**config.mk**
```make
export PLATFORM = sky130hd
export DESIGN_NAME = s2p_fifo_push_flat
export DESIGN_NICKNAME = d
export VERILOG_FILES = /design/src/rtl/s2p_fifo_push_if.sv /design/src/rtl/s2p_fifo_push.sv /design/src/flat_wrapper.sv
export SDC_FILE = /design/constraint.sdc
export NUM_CORES = 1
export LEC_CHECK = 0
export ABC_AREA = 1
export ABC_CLOCK_PERIOD_IN_PS = 4500
export BUFFER_PORTS_ARGS = -buffer_cell sky130_fd_sc_hd__buf_4
export CORE_MARGIN = 1
export CORE_UTILIZATION = 31
export DETAILED_ROUTE_END_ITERATION = 7
export GPL_ROUTABILITY_DRIVEN = 1
export PLACE_DENSITY = 0.58
export RECOVER_POWER = 50
export SLEW_MARGIN = 40
export SYNTH_ARGS = -nofsm -noshare
export SYNTH_HDL_FRONTEND = slang
export SYNTH_SLANG_ARGS = --single-unit
export TNS_END_PERCENT = 50
```
**constraint.sdc**
```tcl
create_clock -name clk -period 4.5 [get_ports clk]
set_clock_uncertainty 0.2 [all_clocks]
set_input_delay 0.45 -clock clk [delete_from_list [all_inputs] [get_ports clk]]
set_output_delay 0.45 -clock clk [all_outputs]
set_load 0.03 [all_outputs]
```
**src/rtl/s2p_fifo_push_if.sv**
```systemverilog
// Handshake bundle between the serial source / FIFO side and s2p_fifo_push.
// The slave view belongs to the serial-to-parallel block; the master view
// belongs to whatever drives the serial stream and reports FIFO fullness.
interface s2p_fifo_push_if #(
    parameter int FIFO_WIDTH = 8
);
    logic                  ser_valid;
    logic                  ser_data;
    logic                  ser_last;
    logic                  ser_ready;
    logic                  push;
    logic [FIFO_WIDTH-1:0] push_data;
    logic                  full;
    logic                  pkt_done;
    logic                  frame_err;
    logic [7:0]            err_cnt;

    modport slave (
        input  ser_valid, ser_data, ser_last, full,
        output ser_ready, push, push_data, pkt_done, frame_err, err_cnt
    );

    modport master (
        output ser_valid, ser_data, ser_last, full,
        input  ser_ready, push, push_data, pkt_done, frame_err, err_cnt
    );
endinterface

```
**src/rtl/s2p_fifo_push.sv**
```systemverilog
// Serial-to-parallel FIFO push front end.
// Collects LSB-first serial bits into FIFO_WIDTH-bit words, checks that
// ser_last marks exactly the final bit, and pushes each good word into the
// FIFO, stalling the serial source while the FIFO is full. With ADD_MODE set,
// the pushed value is the running sum of the words in the current packet of
// NUM_LOOPS words.
module s2p_fifo_push #(
    parameter int FIFO_WIDTH = 8,
    parameter int NUM_LOOPS  = 3,
    parameter int ADD_MODE   = 0
) (
    input  logic            clk,
    input  logic            rstn,
    s2p_fifo_push_if.slave  bus
);

    localparam int IDX_W = $clog2(FIFO_WIDTH);
    localparam int WRD_W = $clog2(NUM_LOOPS);
    localparam logic [IDX_W-1:0] LAST_BIT  = IDX_W'(FIFO_WIDTH - 1);
    localparam logic [WRD_W-1:0] LAST_WORD = WRD_W'(NUM_LOOPS - 1);

    typedef enum logic {
        SHIFT = 1'b0,
        HOLD  = 1'b1
    } state_t;

    state_t                state;
    state_t                state_nxt;

    logic [IDX_W-1:0]      bit_idx;
    logic [WRD_W-1:0]      word_idx;
    // Only the lower FIFO_WIDTH-1 bits are stored; the top bit of a word is
    // taken straight from ser_data on the accepting edge.
    logic [FIFO_WIDTH-2:0] shreg;
    logic [FIFO_WIDTH-1:0] acc;
    logic [FIFO_WIDTH-1:0] push_data_r;
    logic                  frame_err_r;
    logic [7:0]            err_cnt_r;

    logic                  ready;
    logic                  accept;
    logic                  good_word;
    logic                  bad_word;
    logic                  push_fire;
    logic                  pkt_end;
    logic [FIFO_WIDTH-1:0] word;

    // Modulo-2^FIFO_WIDTH accumulation; the carry out is deliberately dropped.
    function automatic logic [FIFO_WIDTH-1:0] wrap_add(
        input logic [FIFO_WIDTH-1:0] a,
        input logic [FIFO_WIDTH-1:0] b
    );
        return a + b;
    endfunction

    // Error counter increment that sticks at 255.
    function automatic logic [7:0] sat_inc(input logic [7:0] c);
        return (c == 8'hFF) ? c : c + 8'd1;
    endfunction

    assign word = {bus.ser_data, shreg};

    // Next-state and handshake decode; everything is forced idle while rstn is low.
    always_comb begin
        state_nxt = state;
        ready     = 1'b0;
        accept    = 1'b0;
        good_word = 1'b0;
        bad_word  = 1'b0;
        push_fire = 1'b0;
        pkt_end   = 1'b0;
        case (state)
            SHIFT: begin
                ready  = rstn;
                accept = rstn && bus.ser_valid;
                if (accept) begin
                    if (bit_idx == LAST_BIT) begin
                        good_word = bus.ser_last;
                        bad_word  = !bus.ser_last;
                    end else begin
                        bad_word  = bus.ser_last;
                    end
                end
                if (good_word) begin
                    state_nxt = HOLD;
                end
            end
            HOLD: begin
                push_fire = rstn && !bus.full;
                pkt_end   = push_fire && (word_idx == LAST_WORD);
                if (push_fire) begin
                    state_nxt = SHIFT;
                end
            end
            default: state_nxt = SHIFT;
        endcase
    end

    // State register.
    always_ff @(posedge clk) begin
        if (!rstn) begin
            state <= SHIFT;
        end else begin
            state <= state_nxt;
        end
    end

    // Word assembly, framing check, output word and packet accumulator.
    always_ff @(posedge clk) begin
        if (!rstn) begin
            bit_idx     <= '0;
            word_idx    <= '0;
            shreg       <= '0;
            acc         <= '0;
            push_data_r <= '0;
            frame_err_r <= 1'b0;
            err_cnt_r   <= '0;
        end else begin
            frame_err_r <= bad_word;
            if (bad_word) begin
                // Partial word is dropped; stale shreg bits are overwritten
                // before they can ever reach push_data.
                bit_idx   <= '0;
                err_cnt_r <= sat_inc(err_cnt_r);
            end else if (good_word) begin
                push_data_r <= (ADD_MODE != 0) ? wrap_add(word, acc) : word;
                bit_idx     <= '0;
            end else if (accept) begin
                shreg[bit_idx] <= bus.ser_data;
                bit_idx        <= bit_idx + IDX_W'(1);
            end

            if (push_fire) begin
                acc      <= pkt_end ? '0 : push_data_r;
                word_idx <= pkt_end ? '0 : word_idx + WRD_W'(1);
            end
        end
    end

    assign bus.ser_ready = ready;
    assign bus.push      = push_fire;
    assign bus.pkt_done  = pkt_end;
    assign bus.push_data = push_data_r;
    assign bus.frame_err = frame_err_r;
    assign bus.err_cnt   = err_cnt_r;

endmodule

```
**src/flat_wrapper.sv**
```systemverilog
// flat-port wrapper written by rule: the top's interface ports become plain ports
module s2p_fifo_push_flat 
#(
    parameter int FIFO_WIDTH = 8,
    parameter int NUM_LOOPS  = 3,
    parameter int ADD_MODE   = 0
)
  (clk, rstn, bus_ser_valid, bus_ser_data, bus_ser_last, bus_full, bus_ser_ready, bus_push, bus_push_data, bus_pkt_done, bus_frame_err, bus_err_cnt);
  s2p_fifo_push_if #(.FIFO_WIDTH(FIFO_WIDTH)) bus_i ();
  input  logic clk;
  input  logic rstn;
  input wire logic [$bits(bus_i.ser_valid)-1:0] bus_ser_valid;
  input wire logic [$bits(bus_i.ser_data)-1:0] bus_ser_data;
  input wire logic [$bits(bus_i.ser_last)-1:0] bus_ser_last;
  input wire logic [$bits(bus_i.full)-1:0] bus_full;
  output wire logic [$bits(bus_i.ser_ready)-1:0] bus_ser_ready;
  output wire logic [$bits(bus_i.push)-1:0] bus_push;
  output wire logic [$bits(bus_i.push_data)-1:0] bus_push_data;
  output wire logic [$bits(bus_i.pkt_done)-1:0] bus_pkt_done;
  output wire logic [$bits(bus_i.frame_err)-1:0] bus_frame_err;
  output wire logic [$bits(bus_i.err_cnt)-1:0] bus_err_cnt;
  assign bus_i.ser_valid = bus_ser_valid;
  assign bus_i.ser_data = bus_ser_data;
  assign bus_i.ser_last = bus_ser_last;
  assign bus_i.full = bus_full;
  assign bus_ser_ready = bus_i.ser_ready;
  assign bus_push = bus_i.push;
  assign bus_push_data = bus_i.push_data;
  assign bus_pkt_done = bus_i.pkt_done;
  assign bus_frame_err = bus_i.frame_err;
  assign bus_err_cnt = bus_i.err_cnt;
  s2p_fifo_push #(.FIFO_WIDTH(FIFO_WIDTH), .NUM_LOOPS(NUM_LOOPS), .ADD_MODE(ADD_MODE)) u_core (.clk(clk), .rstn(rstn), .bus(bus_i));
endmodule
```
==> flow_metrics.env <==
export IMPL_run_status="finished with violations"
export IMPL_violations="design-rule violations"
export IMPL_clock_latency_ns=0.28
export IMPL_final_util_pct=37.4
export IMPL_grt_pass1_wl_mm=5.07
export IMPL_die_y_um=71.9
export IMPL_slew_headroom_pct=17.5
export IMPL_clk_pin_slew_worst_paths_ns=0.07
export IMPL_grt_ovfl_total=0
export IMPL_period_needed_ns=2.75
export IMPL_synth_area_per_cell_um2=7.26
export IMPL_clockPowerShare_pct=46.7
export IMPL_tightest_slew_ns=1.24
export IMPL_required_ns=3.85
export IMPL_peakVddDrop_uv=99.0
export IMPL_antenna_cells=0
export IMPL_dp_hpwl_mm=2.11
export IMPL_p_int_mw=0.441
export IMPL_synth_cell_types=24
export IMPL_routed_wl_mm=2.93
export IMPL_rsz0062_at_grt="false"
export IMPL_synth_cell_area_um2=1520
export IMPL_postSynthNetCount=220
export IMPL_instances_no_fill=305
export IMPL_htreeDepth=2
export IMPL_p_seq_share_pct=47.4
export IMPL_ios=26
export IMPL_swShare_pct=22.6
export IMPL_vias=1336
export IMPL_drive_gt1_share_pct=15.1
export IMPL_num_rows=25
export IMPL_arrival_ns=2.10
export IMPL_cts_root_buf="clkbuf_8"
export IMPL_finalSetupTns_ns=0
export IMPL_worst_hold_path_type="in -> reg"
export IMPL_place_inst=297
export IMPL_async_flop_share_pct=0
export IMPL_ys_seq_area_share_pct=39.6
export IMPL_cts_buffer_depth=2
export IMPL_path_class="in -> out"
export IMPL_dp_slack_ns=2.23
export IMPL_fin_crit_sh_pct=61.2
export IMPL_grt_max_degree=27
export IMPL_n_fill_cell=522
export IMPL_fin_ws_ns=1.75
export IMPL_most_common_layout_cells="nor2_1 (53), nand2_1 (47), dfxtp_1 (30)"
export IMPL_dieArea_um2=5180
export IMPL_area_growth_pct=16.6
export IMPL_start_util_pct=32.1
export IMPL_grtUsageTotal_pct=12.3
export IMPL_drtIter0Drc=40
export IMPL_cts_tree="built"
export IMPL_nets=248
export IMPL_pwr_share_comb_pct=5.9
export IMPL_slew_violations=0
export IMPL_gp_congestion=0.785
export IMPL_drv_cap=0
export IMPL_synth_top_area_cell="dfxtp_1"
export IMPL_routedWlPerCell_um=9.59
export IMPL_ys_flop_type="dfxtp_1"
export IMPL_cts_resized_gates=0
export IMPL_leakage_nw=0.698
export IMPL_synth_edf_count=0
export IMPL_antenna_found_initial=0
export IMPL_grt_pass1_vias=1184
export IMPL_drtAntennaViolNets=0
export IMPL_start_kind="input port"
export IMPL_cts_setup_buffers=0
export IMPL_hold_buffers=0
export IMPL_firstDrtPassIters=6
export IMPL_synth_area_top_cells="dfxtp_1 (40%), nor2_1 (13%), nand2_1 (11%)"
export IMPL_core_area_um2=4720
export IMPL_fmax_mhz=363
export IMPL_yosys_warnings=0
export IMPL_io_buffers=25
export IMPL_cts_sinks=30
export IMPL_cts_made_buffers=5
export IMPL_finalHoldViolCount=0
export IMPL_fp_dieW_um=71.9
export IMPL_synth_top_area_share_pct=39.6
export IMPL_setup_viol=0
export IMPL_powerDensity_nw_per_um2=323
export IMPL_path_max_fanout=26
export IMPL_final_common_cell="nor2_1"
export IMPL_syn_inst=209
export IMPL_critPathCaptureType="output port"
export IMPL_p_sw_mw=0.129
export IMPL_vias_per_cell=4.38
export IMPL_drc_errors=2
export IMPL_ys_seq_elements=30
[final cells by class]
type                            instances  area, um^2  share of cell area [%]
Multi-Input combinational cell        157         786                    44.4
Sequential cell                        30         601                    34.0
Tap cell                               67        83.8                    4.74
Clock buffer                            5        68.8                    3.89
Timing Repair Buffer                   25         120                    6.79
Clock inverter                          3        40.0                    2.26
Inverter                               18        68.8                    3.89
[per-stage QoR]
step | cell area (um^2) | total power, mW | hold slack, ns
2_1_floorplan | 1520 | 0.303 | 0.250
3_3_place_gp | 1750 | 0.312 | 0.262
3_5_place_dp | 1750 | 0.313 | 0.270
4_1_cts | 1860 | 0.582 | 0.211
5_1_grt | 1770 | 0.592 | 0.236
6_report | 1770 | 0.570 | 0.212
[registers in the layout (all words and copies together), names as in the netlist]
register and count:
u_core.bus.frame_err 1, u_core.shreg 7, u_core.word_idx 2, u_core.bus.push_data 8
u_core.state 1, u_core.bit_idx 3, u_core.bus.err_cnt 8
[worst max-delay path, cell delays in order]
cell and delay, ns:
clkbuf_1 0.88, inv_1 0.40, nor2_1 0.18, buf_4 0.18
[synthesized netlist by cell type, drive strengths merged (2+ instances only)]
library cell,instances
nand4,6
dfxtp,30
inv,17
o21ai,10
buf,2
nor2,62
nand3,13
a21oi,8
nand2,49
clkbuf,2
ha,5
[final timing paths]
path,from,to,slack (ns),depth (start not counted)
setup / recovery,rstn,bus_ser_ready,1.75,4
hold / removal,bus_ser_data,u_core.shreg[6],0.21,3
setup reg to reg,u_core.bit_idx[0],u_core.bus.err_cnt[7],2.18,9
hold reg to reg,u_core.shreg[0],u_core.shreg[0],0.28,2
[logic make-up (layout without fill, tap and decap cells)]
logic type	Yosys count	count (layout)	share of synthesized area (%)
buffers and inverters	22	51	7.18
and+or+nand+nor	131	131	41.3
AOI/OAI and AO/OA	21	21	7.84
adders and majority gates	5	5	4.13
DFF	30	30	39.6
[metal layers]
metal	part of all wire (%)	track usage, %	wire, um
met1	52	16.4	1520
met2	43	19.0	1260
met3	3.6	3.33	105
met4	1.1	5.23	32
met5	0	0	0
[power groups by stage]
| stage | logic [mW] | registers [mW] | clock network, mW |
|---|---|---|---|
| after detailed placement | 0.0362 | 0.276 | 0 |
| after global routing | 0.0380 | 0.271 | 0.283 |
| after floorplan | 0.0257 | 0.278 | 0 |
| final | 0.0338 | 0.270 | 0.266 |
| after CTS | 0.0364 | 0.270 | 0.275 |
| after global placement | 0.0360 | 0.276 | 0 |
(Power assumes the default switching activity.)
